### src/rtl/mac_vec_sequencer_if.sv
// mac_vec_sequencer_if
// Bundle between the vector sequencer, its operand source and result sink, and
// the external combinational MAC (d = (a*b)[W-1:0] + c).
//   control : start, vec_len, busy
//   operand : in_valid, in_ready, in_a, in_b
//   MAC     : mac_a, mac_b, mac_c (to MAC), mac_d (from MAC, same cycle)
//   result  : out_valid, out_ready, out_result
// master = sequencer side, slave = environment (fetch logic, MAC, consumer).
interface mac_vec_sequencer_if #(
    parameter int DATA_PATH_BITWIDTH = 16,
    parameter int LEN_BITWIDTH       = 8
);
    logic                          start;
    logic [LEN_BITWIDTH-1:0]       vec_len;
    logic                          busy;
    logic                          in_valid;
    logic                          in_ready;
    logic [DATA_PATH_BITWIDTH-1:0] in_a;
    logic [DATA_PATH_BITWIDTH-1:0] in_b;
    logic [DATA_PATH_BITWIDTH-1:0] mac_a;
    logic [DATA_PATH_BITWIDTH-1:0] mac_b;
    logic [DATA_PATH_BITWIDTH-1:0] mac_c;
    logic [DATA_PATH_BITWIDTH-1:0] mac_d;
    logic                          out_valid;
    logic                          out_ready;
    logic [DATA_PATH_BITWIDTH-1:0] out_result;

    modport master (
        input  start, vec_len, in_valid, in_a, in_b, mac_d, out_ready,
        output busy, in_ready, mac_a, mac_b, mac_c, out_valid, out_result
    );

    modport slave (
        output start, vec_len, in_valid, in_a, in_b, mac_d, out_ready,
        input  busy, in_ready, mac_a, mac_b, mac_c, out_valid, out_result
    );
endinterface

### src/rtl/mac_vec_sequencer.sv
// mac_vec_sequencer
// Streams operand pairs into an external no-flop MAC, feeding mac_d back as the
// running accumulator, and hands the final dot product out over valid/ready.
// Ports:
//   clk  : clock, rising edge
//   rst  : synchronous active-high reset
//   bus  : mac_vec_sequencer_if.master (control, operand, MAC and result groups)
//
// state   | meaning
// --------+-----------------------------------------------------------
// S_IDLE  | waiting for start; MAC a/b held at zero
// S_ACCUM | accepting operand pairs, acc <- mac_d on every beat
// S_DONE  | result_q presented on out_result until out_ready
module mac_vec_sequencer #(
    parameter int DATA_PATH_BITWIDTH = 16,
    parameter int LEN_BITWIDTH       = 8
) (
    input  logic                   clk,
    input  logic                   rst,
    mac_vec_sequencer_if.master    bus
);
    typedef enum logic [1:0] {
        S_IDLE  = 2'd0,
        S_ACCUM = 2'd1,
        S_DONE  = 2'd2
    } state_t;

    state_t                        r_state;
    logic [DATA_PATH_BITWIDTH-1:0] r_acc;
    logic [DATA_PATH_BITWIDTH-1:0] r_result;
    logic [LEN_BITWIDTH-1:0]       r_cnt;
    logic [LEN_BITWIDTH-1:0]       r_len;
    logic                          r_in_ready;
    logic                          r_out_valid;
    logic                          r_busy;

    logic                          w_beat;
    logic                          w_last;

    assign w_beat = bus.in_valid & r_in_ready;
    // r_len is never zero in S_ACCUM, so len-1 cannot underflow; cnt reaches
    // at most len, which fits even for the maximum length.
    assign w_last = (r_cnt == (r_len - LEN_BITWIDTH'(1)));

    // No-flop path to the MAC: operands pass straight through while accepting.
    assign bus.mac_a      = r_in_ready ? bus.in_a : '0;
    assign bus.mac_b      = r_in_ready ? bus.in_b : '0;
    assign bus.mac_c      = r_acc;
    assign bus.in_ready   = r_in_ready;
    assign bus.out_valid  = r_out_valid;
    assign bus.out_result = r_result;
    assign bus.busy       = r_busy;

    always_ff @(posedge clk) begin
        if (rst) begin
            r_state     <= S_IDLE;
            r_acc       <= '0;
            r_result    <= '0;
            r_cnt       <= '0;
            r_len       <= '0;
            r_in_ready  <= 1'b0;
            r_out_valid <= 1'b0;
            r_busy      <= 1'b0;
        end else begin
            case (r_state)
                S_IDLE: begin
                    if (bus.start) begin
                        r_busy <= 1'b1;
                        if (bus.vec_len != '0) begin
                            r_state    <= S_ACCUM;
                            r_len      <= bus.vec_len;
                            r_cnt      <= '0;
                            r_acc      <= '0;
                            r_in_ready <= 1'b1;
                        end else begin
                            r_state     <= S_DONE;
                            r_result    <= '0;
                            r_out_valid <= 1'b1;
                        end
                    end
                end
                S_ACCUM: begin
                    if (w_beat) begin
                        r_acc <= bus.mac_d;
                        r_cnt <= r_cnt + LEN_BITWIDTH'(1);
                        if (w_last) begin
                            r_result    <= bus.mac_d;
                            r_state     <= S_DONE;
                            r_in_ready  <= 1'b0;
                            r_out_valid <= 1'b1;
                        end
                    end
                end
                S_DONE: begin
                    if (bus.out_ready) begin
                        r_state     <= S_IDLE;
                        r_acc       <= '0;
                        r_out_valid <= 1'b0;
                        r_busy      <= 1'b0;
                    end
                end
                default: begin
                    r_state     <= S_IDLE;
                    r_in_ready  <= 1'b0;
                    r_out_valid <= 1'b0;
                    r_busy      <= 1'b0;
                end
            endcase
        end
    end
endmodule

### src/flat_wrapper.sv
// flat-port wrapper written by rule: the top's interface ports become plain ports
module mac_vec_sequencer_flat 
#(
    parameter int DATA_PATH_BITWIDTH = 16,
    parameter int LEN_BITWIDTH       = 8
)
  (clk, rst, bus_start, bus_vec_len, bus_in_valid, bus_in_a, bus_in_b, bus_mac_d, bus_out_ready, bus_busy, bus_in_ready, bus_mac_a, bus_mac_b, bus_mac_c, bus_out_valid, bus_out_result);
  mac_vec_sequencer_if #(.DATA_PATH_BITWIDTH(DATA_PATH_BITWIDTH), .LEN_BITWIDTH(LEN_BITWIDTH)) bus_i ();
  input  logic clk;
  input  logic rst;
  input wire logic [$bits(bus_i.start)-1:0] bus_start;
  input wire logic [$bits(bus_i.vec_len)-1:0] bus_vec_len;
  input wire logic [$bits(bus_i.in_valid)-1:0] bus_in_valid;
  input wire logic [$bits(bus_i.in_a)-1:0] bus_in_a;
  input wire logic [$bits(bus_i.in_b)-1:0] bus_in_b;
  input wire logic [$bits(bus_i.mac_d)-1:0] bus_mac_d;
  input wire logic [$bits(bus_i.out_ready)-1:0] bus_out_ready;
  output wire logic [$bits(bus_i.busy)-1:0] bus_busy;
  output wire logic [$bits(bus_i.in_ready)-1:0] bus_in_ready;
  output wire logic [$bits(bus_i.mac_a)-1:0] bus_mac_a;
  output wire logic [$bits(bus_i.mac_b)-1:0] bus_mac_b;
  output wire logic [$bits(bus_i.mac_c)-1:0] bus_mac_c;
  output wire logic [$bits(bus_i.out_valid)-1:0] bus_out_valid;
  output wire logic [$bits(bus_i.out_result)-1:0] bus_out_result;
  assign bus_i.start = bus_start;
  assign bus_i.vec_len = bus_vec_len;
  assign bus_i.in_valid = bus_in_valid;
  assign bus_i.in_a = bus_in_a;
  assign bus_i.in_b = bus_in_b;
  assign bus_i.mac_d = bus_mac_d;
  assign bus_i.out_ready = bus_out_ready;
  assign bus_busy = bus_i.busy;
  assign bus_in_ready = bus_i.in_ready;
  assign bus_mac_a = bus_i.mac_a;
  assign bus_mac_b = bus_i.mac_b;
  assign bus_mac_c = bus_i.mac_c;
  assign bus_out_valid = bus_i.out_valid;
  assign bus_out_result = bus_i.out_result;
  mac_vec_sequencer #(.DATA_PATH_BITWIDTH(DATA_PATH_BITWIDTH), .LEN_BITWIDTH(LEN_BITWIDTH)) u_core (.clk(clk), .rst(rst), .bus(bus_i));
endmodule
### config.mk
export PLATFORM = sky130hd
export DESIGN_NAME = mac_vec_sequencer_flat
export DESIGN_NICKNAME = d
export VERILOG_FILES = /design/src/rtl/mac_vec_sequencer_if.sv /design/src/rtl/mac_vec_sequencer.sv /design/src/flat_wrapper.sv
export SDC_FILE = /design/constraint.sdc
export NUM_CORES = 1
export LEC_CHECK = 0
export ABC_CLOCK_PERIOD_IN_PS = 6350
export CORE_ASPECT_RATIO = 0.9
export CORE_MARGIN = 4
export CORE_UTILIZATION = 45
export DETAILED_ROUTE_END_ITERATION = 7
export PLACE_DENSITY = 0.95
export SYNTH_ARGS = -nofsm -noshare
export SYNTH_HDL_FRONTEND = slang
export SYNTH_SLANG_ARGS = --single-unit
### constraint.sdc
create_clock -name clk -period 6.35 [get_ports clk]
set_clock_uncertainty 0.2 [all_clocks]
set_input_delay 0.9525 -clock clk [delete_from_list [all_inputs] [get_ports clk]]
set_output_delay 0.9525 -clock clk [all_outputs]
set_load 0.02 [all_outputs]
==> impl_summary.md <==
Run status
The flow ran to the end, and the final reports show no timing, DRC or antenna violations.

Logic synthesis
After synthesis, the largest family of logic cells by area is simple AND/OR/NAND/NOR gates. The proportion of synthesized chip area in sequential cells is 0.3724. The synthesized-area fraction occupied by ao, oa, aoi and oai cells was 0.1963. Of the total synthesized cell area, the portion taken by full adders, half adders and majority gates is 0.008783. The number of nets in the synthesized netlist is 407. During synthesis, Yosys emitted a total of 0 warnings. The synthesized design spends more area on one cell type than any other, namely sky130_fd_sc_hd__dfxtp_1. In the synthesized netlist the async set-or-reset flop fraction comes to 0. For this run, the leading register cell type out of synthesis is sky130_fd_sc_hd__dfxtp_1.

The total of flip-flops plus latches after synthesis is 53. Sorting the synthesized cells by area gives the leading types as sky130_fd_sc_hd__dfxtp_1 (37%), sky130_fd_sc_hd__and2_1 (7.0%), sky130_fd_sc_hd__nor2_1 (5.5%), sky130_fd_sc_hd__nand2_1 (5.4%), sky130_fd_sc_hd__o2bb2ai_1 (4.9%). After technology mapping, the gate count stands at 344. The share of the synthesized area in the top cell type is 0.3724.

The number of different library cells used by synthesis comes to 46. Measured against the total synthesized area, the mux share comes to 0.03162. The xor and xnor fraction of the mapped netlist area is 0.05490.

The share of synthesized cell area in and, or, nand and nor gates is 0.2793. The mean instance size in the synthesized netlist is around 8.3 um^2. Counting flops with a built-in enable in the synthesized netlist gives 0. The cell area after synthesis is approximately 2800 um^2.

Clock tree
The CTS H-tree depth is 2. The tree is rooted in a sky130_fd_sc_hd__clkbuf_8. The number of gates resized after CTS was 0.

For this design, the sink count on the clock tree is 53. At the later pin of the worst-skew pair, clock insertion delay measures 0.30 ns. The clock tree from TritonCTS is done. Hold repair after CTS inserted 0 buffers.

The CTS buffer count is 5. In this run the deepest clock path goes through 2 buffers. Buffers added to address setup during post-CTS repair amount to 0. The post-CTS clock slew at the launch and capture registers of the worst setup and hold paths is approximately 0.09 ns.

Route
The detailed-route wire length on metal 1 is 3.316 mm. Once detail routing completed, the nets flagged for antenna violations numbered 0. For this run, design rule violations remaining after detail routing come to 0. The total wirelength of the detailed-routed design is 8.155 mm. The routed wire length on met2 is 4.077 mm. Dividing the detail-routed via count by the number of cells gives 5.246. For this block, the via count after detailed routing is 2838.

The amount of wire on met3 after detailed routing is 655 um. The count of TritonRoute iterations in the first routing pass is 4. The highest layer touched by signal routing is met4. The routed wire length per instance is 15.07 um. The first-iteration detailed-routing DRC count is 120.

Floorplan
The width of the die is 91.87 um. During I/O placement, the number of pins put on the boundary was ~130. The effective utilization at floorplan is 0.4634. After floorplanning, the core was sized to cover 6148 um^2.

Row generation in the floorplan step produced 27 rows. The die height is 83.49 um. The area enclosed by the die boundary is 7670 um^2.

Placed design
The port buffer count is 127. Routability-driven placement finished with a final weighted congestion of 0.8409. The post-DP HPWL is 6.085 mm. Once placement finished, the instance area stood at 4086 um^2.

Layout
The post-route standard cell area excluding fillers is 4170 um^2. The number of nets at the end of the flow is 516. The share of final-layout standard cells stronger than drive strength 1 is 0.03524. The count of fill cells added during filler insertion is 472.

0 antenna diodes ended up in the layout. The synthesis-to-finish area growth is 46.38%.

STA
The worst pin sits at a relative slew slack of 0.1889. Summed over all failing endpoints, the final setup total negative slack is 0 ns. Setup repair after global routing left no endpoint under its margin. The share of the cycle needed by the critical path after routing is 0.5463. The total count of max-transition violations in the final report is 0. Setup violations remaining at the end of the flow were counted as 0. The slew at the pin with the worst max-slew slack is 1.215 ns. The time the worst path needs with I/O delays and setup is 3.469 ns. The number of hold-slack violations in the final timing report was 0. Static timing analysis puts the maximum clock frequency at 288.3 MHz.

Run
Across the run, the number of max-cap violations was 0.

Global routing
The first-pass GRT wire length is 13.40 mm. Summed over all layers, the global routing overflow is 0. The initial antenna violation count is 0.

The number of global-route vias before repair came to 2760. Entering global routing, the biggest net connects 49 pins. In the global route stage, overall resource usage came out at 0.2106.

Worst setup path
The cell family with the largest share of critical-path delay is compound AO/OA/AOI/OAI gates. In this run the worst path has a maximum fanout of 14. The setup slack on the worst flop-to-flop path is 3.18 ns. Among all stages on the critical path, the largest delay is contributed by sky130_fd_sc_hd__o31ai_2. The number of buffers and inverters on the critical path is 1. At the worst endpoint, the required time is between 6 and 7 ns. The type of the setup path with the least slack is primary input to register. The maximum cell stage delay along the critical path is ~0.85 ns.

The signal on the critical path passes through clkdlybuf4s50_1, or4_1, or2_2, o31ai_2, a22oi_1, nor2_1. STA classifies the critical path endpoint as a register. STA classifies the critical path startpoint as a primary input. Data arrives at the worst endpoint at 3.51 ns.

Min path
The path class of the tightest hold or removal check is register to register.

Power
The power per standard cell area is 185.2 nW/um^2. The leakage power total is 1.476 nW. The worst vdd rail ir drop is 0.1128 mV.
synthesized netlist by cell type (all sizes together), types with 3 or more instances:
cell type,number
nand3,4
nor3,4
clkbuf,15
a22oi,18
dfxtp,53
xor2,10
xnor2,7
nor2,42
a21oi,11
o21ai,20
and2,32
nand2,41
mux2i,9
nand4,3
nand2b,19
inv,3
buf,11
o2bb2ai,16
registers in the layout, summed over array words and instances (netlist names):
name and count:
u_core.bus.in_ready 1, u_core.bus.busy 1, u_core.r_cnt 8, u_core.bus.out_valid 1, u_core.r_len 8, u_core.bus.out_result 16, u_core.r_state 2, u_core.bus.mac_c 16
layout by cell type (no fill, tap or decap), drive strengths merged, types with 2 or more instances in the layout:
cell type	synthesis	routed
nand3	4	4
nor3	4	4
o2bb2ai	16	16
mux2i	9	9
nand2b	19	19
or4	2	2
dfxtp	53	53
nand4	3	3
nand2	41	41
ha	2	2
nor2	42	42
nor4	2	2
a21oi	11	11
and2	32	32
xor2	10	10
o21ai	20	20
xnor2	7	7
a22oi	18	18
o21bai	2	2
or2	2	2
clkdlybuf4s50	0	127
inv	3	3
clkbuf	15	7
area by class of cell:
cell class	count	area [um^2]	area share
Multi-Input combinational cell	262	1627	0.3900
Timing Repair Buffer	128	1279	0.3066
Clock buffer	7	76.32	0.01830
Clock inverter	1	7.507	0.001800
Tap cell	87	108.9	0.02610
Sequential cell	53	1061	0.2544
Inverter	3	11.26	0.002700
through the flow:
| step | instances | utilization | worst slack, ns | power (mW) | hold WS [ns] |
|---|---|---|---|---|---|
| after detailed placement | 533 | 0.6646 | 2.621 | 0.5927 | 0.2690 |
| after global routing | 541 | 0.6783 | 2.724 | 0.8102 | 0.3052 |
| after global placement | 533 | 0.6646 | 2.713 | 0.5868 | 0.2560 |
| after CTS | 541 | 0.6783 | 2.906 | 0.7759 | 0.2843 |
| after floorplan | 344 | - | 3.425 | 0.4891 | 0.2988 |
| final | 541 | 0.6783 | 2.881 | 0.7722 | 0.2821 |
routing by layer:
metal | GRT usage | up-vias
li1 | - | 1394
met1 | 0.2535 | 1321
met2 | 0.3674 | 115
met3 | 0.04959 | 8
met4 | 0.07018 | 0
met5 | 0 | -
logic make-up (layout without fill, tap and decap cells):
group | Yosys count | after routing
and+or+nand+nor | 157 | 157
AOI/OAI and AO/OA | 77 | 77
DFF | 53 | 53
buffers and inverters | 29 | 139
xor gates and xnor gates | 17 | 17
muxes | 9 | 9
adders and majority gates | 2 | 2
power by group:
group / switching (mW) / internal, mW / total, mW
registers: 0.0236 / 0.343 / 0.366
logic: 0.103 / 0.115 / 0.218
clock network: 0.109 / 0.0783 / 0.188
worst reg2reg max path, delay by kind of cell, from the launching register on:
kind / cells / cell delay [ns]
AO/OA/AOI/OAI: 5 / 1.53
flip-flops: 1 / 1.13
AND/OR/NAND/NOR: 2 / 0.25
path summary, 6_finish.rpt:
| path | startpoint | endpoint | depth (start not counted) |
|---|---|---|---|
| max | bus_vec_len[4] | u_core.bus.mac_c[12] | 6 |
| max reg2reg | u_core.r_state[1] | u_core.bus.mac_c[12] | 7 |
| min | u_core.bus.out_result[8] | u_core.bus.out_result[8] | 2 |
| min reg2reg | u_core.bus.out_result[8] | u_core.bus.out_result[8] | 2 |
No activity file was read; power rests on OpenSTA's default activity.
